<file path="config.mk">
export PLATFORM = sky130hd
export DESIGN_NAME = controlador_de_espera_flat
export DESIGN_NICKNAME = d
export VERILOG_FILES = /design/src/rtl/controlador_de_espera_if.sv /design/src/rtl/controlador_de_espera.sv /design/src/flat_wrapper.sv
export SDC_FILE = /design/constraint.sdc
export NUM_CORES = 1
export LEC_CHECK = 0
export ABC_AREA = 0
export ABC_CLOCK_PERIOD_IN_PS = 2700
export CAP_MARGIN = 20
export CELL_PAD_IN_SITES_DETAIL_PLACEMENT = 0
export CELL_PAD_IN_SITES_GLOBAL_PLACEMENT = 1
export CORE_AREA = 5 5 42 44
export CTS_CLUSTER_SIZE = 14
export DETAILED_ROUTE_END_ITERATION = 16
export DIE_AREA = 0 0 47 49
export HOLD_SLACK_MARGIN = 0.02
export PLACE_DENSITY = 0.75
export SYNTH_ARGS = -nofsm -noshare
export SYNTH_HDL_FRONTEND = slang
export SYNTH_SLANG_ARGS = --single-unit
export TNS_END_PERCENT = 20
</file>
<file path="constraint.sdc">
create_clock -name clk -period 2.7 [get_ports clk]
set_input_delay 0.675 -clock clk [delete_from_list [all_inputs] [get_ports clk]]
set_output_delay 0.675 -clock clk [all_outputs]
set_load 0.05 [all_outputs]
</file>
<file path="src/rtl/controlador_de_espera_if.sv">
// rtl/controlador_de_espera_if.sv - decode strobes in, stall/commit controls out, for the stall sequencer
interface controlador_de_espera_if;
    logic       isHalt;
    logic       isInsert;
    logic       isDisk;
    logic       diskWrite;
    logic       confirm;
    logic       disk_ack;
    logic       pc_en;
    logic       commit_en;
    logic       disk_req;
    logic       disk_we;
    logic       halted;
    logic       disk_err;
    logic [2:0] state;

    modport master (
        output isHalt, isInsert, isDisk, diskWrite, confirm, disk_ack,
        input  pc_en, commit_en, disk_req, disk_we, halted, disk_err, state
    );

    modport slave (
        input  isHalt, isInsert, isDisk, diskWrite, confirm, disk_ack,
        output pc_en, commit_en, disk_req, disk_we, halted, disk_err, state
    );
endinterface

</file>
<file path="src/rtl/controlador_de_espera.sv">
// rtl/controlador_de_espera.sv - multi-cycle stall sequencer for the iZero CPU
// Optional disk timeout enabled by defining ESPERA_TIMEOUT_EN.
module controlador_de_espera #(
    parameter int DISK_TIMEOUT = 1024,
    parameter int TO_W         = 10
) (
    input  logic                    clk,
    input  logic                    reset,
    controlador_de_espera_if.slave  bus
);
    typedef enum logic [2:0] {
        RUN       = 3'd0,
        WAIT_IN   = 3'd1,
        DISK_REQ  = 3'd2,
        DISK_WAIT = 3'd3,
        COMMIT    = 3'd4,
        HALTED    = 3'd5
    } state_t;

    state_t cur_state;
    state_t nxt_state;

    logic confirm_q;
    logic disk_req_q;
    logic disk_we_q;
    logic disk_op;
    logic start;
    logic confirm_rise;
    logic expire;
    logic commit_ok;
    logic disk_start;

    generate
        if ((64'd1 << TO_W) < 64'(DISK_TIMEOUT)) begin : g_bad_cfg
            $error("TO_W too narrow for DISK_TIMEOUT");
        end
    endgenerate

    assign disk_op      = bus.isDisk | bus.diskWrite;
    assign start        = bus.isHalt | bus.isInsert | disk_op;
    assign confirm_rise = bus.confirm & ~confirm_q;
    assign disk_start   = (cur_state == RUN) && (nxt_state == DISK_REQ);

`ifdef ESPERA_TIMEOUT_EN
    logic [TO_W-1:0] to_cnt;
    logic            timed_out_q;
    logic            disk_err_q;

    // An ack on the expiry cycle wins, so expiry is qualified by !disk_ack.
    assign expire    = (cur_state == DISK_WAIT) && !bus.disk_ack &&
                       (to_cnt == TO_W'(DISK_TIMEOUT - 1));
    assign commit_ok = ~timed_out_q;

    always_ff @(posedge clk) begin
        if (reset) begin
            to_cnt      <= '0;
            timed_out_q <= 1'b0;
            disk_err_q  <= 1'b0;
        end else begin
            if (disk_start)
                to_cnt <= '0;
            else if (cur_state == DISK_WAIT)
                to_cnt <= to_cnt + 1'b1;
            timed_out_q <= expire;
            if (expire)
                disk_err_q <= 1'b1;
        end
    end

    assign bus.disk_err = disk_err_q;
`else
    assign expire       = 1'b0;
    assign commit_ok    = 1'b1;
    assign bus.disk_err = 1'b0;
`endif

    always_ff @(posedge clk) begin
        if (reset)
            cur_state <= RUN;
        else
            cur_state <= nxt_state;
    end

    always_comb begin
        nxt_state = cur_state;
        case (cur_state)
            RUN: begin
                if (bus.isHalt)
                    nxt_state = HALTED;
                else if (bus.isInsert)
                    nxt_state = WAIT_IN;
                else if (disk_op)
                    nxt_state = DISK_REQ;
            end
            WAIT_IN:   if (confirm_rise) nxt_state = COMMIT;
            DISK_REQ:  nxt_state = bus.disk_ack ? COMMIT : DISK_WAIT;
            DISK_WAIT: if (bus.disk_ack || expire) nxt_state = COMMIT;
            COMMIT:    nxt_state = RUN;
            HALTED:    nxt_state = HALTED;
            default:   nxt_state = RUN;
        endcase
    end

    always_comb begin
        bus.pc_en     = 1'b0;
        bus.commit_en = 1'b0;
        case (cur_state)
            RUN: begin
                bus.pc_en     = ~start;
                bus.commit_en = ~start;
            end
            COMMIT: begin
                bus.pc_en     = 1'b1;
                bus.commit_en = commit_ok;
            end
            default: begin
                bus.pc_en     = 1'b0;
                bus.commit_en = 1'b0;
            end
        endcase
    end

    // Confirm register resets high so a button held through reset is not a press.
    always_ff @(posedge clk) begin
        if (reset) begin
            confirm_q  <= 1'b1;
            disk_req_q <= 1'b0;
            disk_we_q  <= 1'b0;
        end else begin
            confirm_q  <= bus.confirm;
            disk_req_q <= (nxt_state == DISK_REQ) || (nxt_state == DISK_WAIT);
            if (disk_start)
                disk_we_q <= bus.diskWrite;
        end
    end

    assign bus.disk_req = disk_req_q;
    assign bus.disk_we  = disk_we_q;
    assign bus.halted   = (cur_state == HALTED);
    assign bus.state    = cur_state;
endmodule
</file>
<file path="src/flat_wrapper.sv">
// flat-port wrapper written by rule: the top's interface ports become plain ports
module controlador_de_espera_flat 
#(
    parameter int DISK_TIMEOUT = 1024,
    parameter int TO_W         = 10
)
  (clk, reset, bus_isHalt, bus_isInsert, bus_isDisk, bus_diskWrite, bus_confirm, bus_disk_ack, bus_pc_en, bus_commit_en, bus_disk_req, bus_disk_we, bus_halted, bus_disk_err, bus_state);
  controlador_de_espera_if bus_i ();
  input  logic clk;
  input  logic reset;
  input wire logic [$bits(bus_i.isHalt)-1:0] bus_isHalt;
  input wire logic [$bits(bus_i.isInsert)-1:0] bus_isInsert;
  input wire logic [$bits(bus_i.isDisk)-1:0] bus_isDisk;
  input wire logic [$bits(bus_i.diskWrite)-1:0] bus_diskWrite;
  input wire logic [$bits(bus_i.confirm)-1:0] bus_confirm;
  input wire logic [$bits(bus_i.disk_ack)-1:0] bus_disk_ack;
  output wire logic [$bits(bus_i.pc_en)-1:0] bus_pc_en;
  output wire logic [$bits(bus_i.commit_en)-1:0] bus_commit_en;
  output wire logic [$bits(bus_i.disk_req)-1:0] bus_disk_req;
  output wire logic [$bits(bus_i.disk_we)-1:0] bus_disk_we;
  output wire logic [$bits(bus_i.halted)-1:0] bus_halted;
  output wire logic [$bits(bus_i.disk_err)-1:0] bus_disk_err;
  output wire logic [$bits(bus_i.state)-1:0] bus_state;
  assign bus_i.isHalt = bus_isHalt;
  assign bus_i.isInsert = bus_isInsert;
  assign bus_i.isDisk = bus_isDisk;
  assign bus_i.diskWrite = bus_diskWrite;
  assign bus_i.confirm = bus_confirm;
  assign bus_i.disk_ack = bus_disk_ack;
  assign bus_pc_en = bus_i.pc_en;
  assign bus_commit_en = bus_i.commit_en;
  assign bus_disk_req = bus_i.disk_req;
  assign bus_disk_we = bus_i.disk_we;
  assign bus_halted = bus_i.halted;
  assign bus_disk_err = bus_i.disk_err;
  assign bus_state = bus_i.state;
  controlador_de_espera #(.DISK_TIMEOUT(DISK_TIMEOUT), .TO_W(TO_W)) u_core (.clk(clk), .reset(reset), .bus(bus_i));
endmodule
</file>
==> results.md <==
- Overall Global Routing Usage: under 10%
- Switching share of total power: 38.2%
- DR WL/cell: 11.1 um
- Peak VDD IR: 0.326 mV
- Synthesized Nets: 42
- Rows: 14
- RSZ-0062 raised after global routing: false
- CP max FO: 3
- Relative slew margins: 66.4%
- Post-Route WL: 732 um
- I/O pin count: 17
- Total number of H-tree levels: 1
- CTS sink cnt: 6
- DIE AREA: 2300 um2
- Area of the core: 1400 um2
- Leak: roughly 0.18 nW
- Count of input and output buffers: 15
- Part of the cycle the worst path needs: between 90% and 100%
- Setup_tns: 0 ns
- Gr ovfl total: 0
- HP Class: flop to flop
- Pre-antenna DRT Iters: 3
- Ant. Diodes: 0
- Top cells by area, synth: dfxtp_1, a21oi_1, or2_2
- CTS root buf: clkbuf_4
- Cell Area, Synth: 302 um2
- Yosys cell types: 21
- GPL Wtd Cong: about 0.73
- Max Buffers Root-to-Sink: 2
- Detailed Route Iter0 Violations: 5
- Clock power share: a little under a quarter
- R2R cell count: 3
- Initial antenna violation count: 0
- Share of layout cells above drive strength 1: 26.0%
- Pins Over Slew Limit: 0
- Number of max-cap violations: 0
- Clock-pin slew on the worst setup and hold paths: 0.05 ns
- Power share of the sequential group: 32.6%
- Critical path launch point type: input pin
- Int Power: 0.217 mW
- Final Hold Fails: 0
- CP Cell Sequence: clkdlybuf4s50_1 > nor2_1 > a21oi_1 > nor3_2 > buf_12
- Worst-Skew Late Latency: 0.24 ns
- Hold depth: 2
- Critical Path Slowest Stage Cell: clkdlybuf4s50_1
- Mean Syn Cell Area: between 8 and 9 um2
- Flop2flop setup slack: around 1.2 ns
- Final setup viols: 0
- Worst EP required: 2.03 ns
- Outcome: finished clean
- Initial Utilization: 21.5%
- Largest net degree at the start of global routing: 10
- Tightest Pin Transition: 0.502 ns
- Post-synth top area cell: dfxtp_1
- Crit path time final: 2.54 ns
- Global-route wire length before repair: roughly 1200 um
- Most frequent cells in the layout: clkdlybuf4s50_1, dfxtp_1, a21oi_1, or2_2, clkbuf_4
- Seq/Total Area, Yosys: between 30 and 40%
- CP peak stage delay: 0.44 ns
- Setup bufs post-CTS: 0
- CTS tree: done
- Most common cell after layout, fill and taps aside: clkdlybuf4s50_1
- Fmax: 0.394 GHz
- Critical Path Sink Type: output pin
- Mapped Cells: 34
- Final ANT Viol Nets: 0
- Fillcell total: around 160
- Critical path class: input pin to output pin
- Dpl hpwl: 569 um
- Crit path DAT: 1.87 ns
- Yosys warns: 0
- Final nets: 60
- Die Width: between 40 and 50 um
- Hold buffer count at cts: 0
- Setup Skew: around 0.0024 ns
- Sw Pwr: 0.134 mW
- Area share of the largest cell type after synthesis: 39.8%
- Vias/cell: around 4.5
- Vias in the first global route: about 300
- Area Overhead vs Synth: 67.2%
- Fin util: a little over a third
- #FFs+latches synth: 6
- Vias post-DR: 300
- Resize count post-CTS: 0
- Pwr/cell area: 696 nW/um2
- Combinational share of power: approximately 44%
- Drt drc: 0
- Cts bufs inserted: 3
- Die Ht: 49 um
final timing paths:
kind / from / to
worst max-delay path: bus_isHalt / bus_commit_en
worst min-delay path: u_core.bus.disk_we$_SDFFE_PP0P_ / u_core.bus.disk_we$_SDFFE_PP0P_
worst max register to register: u_core.bus.state[1]$_SDFF_PP0_ / u_core.bus.disk_we$_SDFFE_PP0P_
worst min register to register: u_core.bus.disk_we$_SDFFE_PP0P_ / u_core.bus.disk_we$_SDFFE_PP0P_
through the flow:
stage	hold slack, ns	instances	area (um2)	worst slack (ns)	total power, mW
after floorplan	0.588	34	307	0.122	0.211
final	0.469	66	504	0.160	0.351
after detailed placement	0.469	63	482	0.148	0.270
after CTS	0.475	66	504	0.149	0.357
after global placement	0.469	63	482	0.157	0.272
after global routing	0.504	66	504	0.0814	0.373
area by class of cell:
class | instances | area, um2 | share of cell area (%)
timing repair buffer | 15 | 170 | 33.7
multi-input combinational | 25 | 168 | 33.3
tap | 16 | 20.0 | 3.97
sequential | 6 | 120 | 23.8
inverter | 1 | 3.75 | 0.744
clock buffer | 3 | 22.5 | 4.47
flip-flops by register name, indices dropped and copies added (netlist names):
| name | count |
|---|---|
| u_core.bus.disk_req | 1 |
| u_core.bus.disk_we | 1 |
| u_core.bus.state | 3 |
| u_core.confirm_q | 1 |
power groups by stage:
stage	sequential, mW	combinational [mW]	clock [mW]
floorplan	0.144	0.0675	0
global placement	0.117	0.155	0
detailed placement	0.116	0.155	0
CTS	0.114	0.155	0.0875
global route	0.116	0.163	0.0940
finish	0.114	0.154	0.0827
layer usage:
metal,global-route usage (%),vias up,share of wire (%)
met5,0,-,0
met4,2.76,0,0
met3,6.64,0,9.4
met2,9.73,14,45
met1,9.49,132,45
li1,-,154,-
synth_stat cells:
| cell type | instances |
|---|---|
| a31oi_1 | 1 |
| o31ai_1 | 1 |
| nor2_1 | 2 |
| and2_1 | 1 |
| or2_2 | 3 |
| buf_4 | 2 |
| o22ai_1 | 1 |
| conb_1 | 1 |
| and2b_2 | 1 |
| nand2b_1 | 1 |
| or4_4 | 1 |
| o21ai_0 | 1 |
| inv_1 | 1 |
| or3b_1 | 1 |
| a21bo_2 | 1 |
| a21oi_1 | 5 |
| o31a_2 | 1 |
| nor3_1 | 1 |
| or2b_1 | 1 |
| dfxtp_1 | 6 |
| nor4b_1 | 1 |
worst max-delay path, delay by kind of cell:
kind / cells / cell delay, ns
buffers and inverters: 2 / 0.63
AO/OA/AOI/OAI: 1 / 0.09
AND/OR/NAND/NOR: 2 / 0.47
logic make-up after synthesis:
family,Yosys count,share of synthesized area (%)
AO/OA/AOI/OAI,11,23.2
buffers and inverters,3,6.22
flip-flops,6,39.8
other,1,1.24
AND/OR/NAND/NOR,13,29.5
Note: power is estimated with default switching activity, not from simulation.
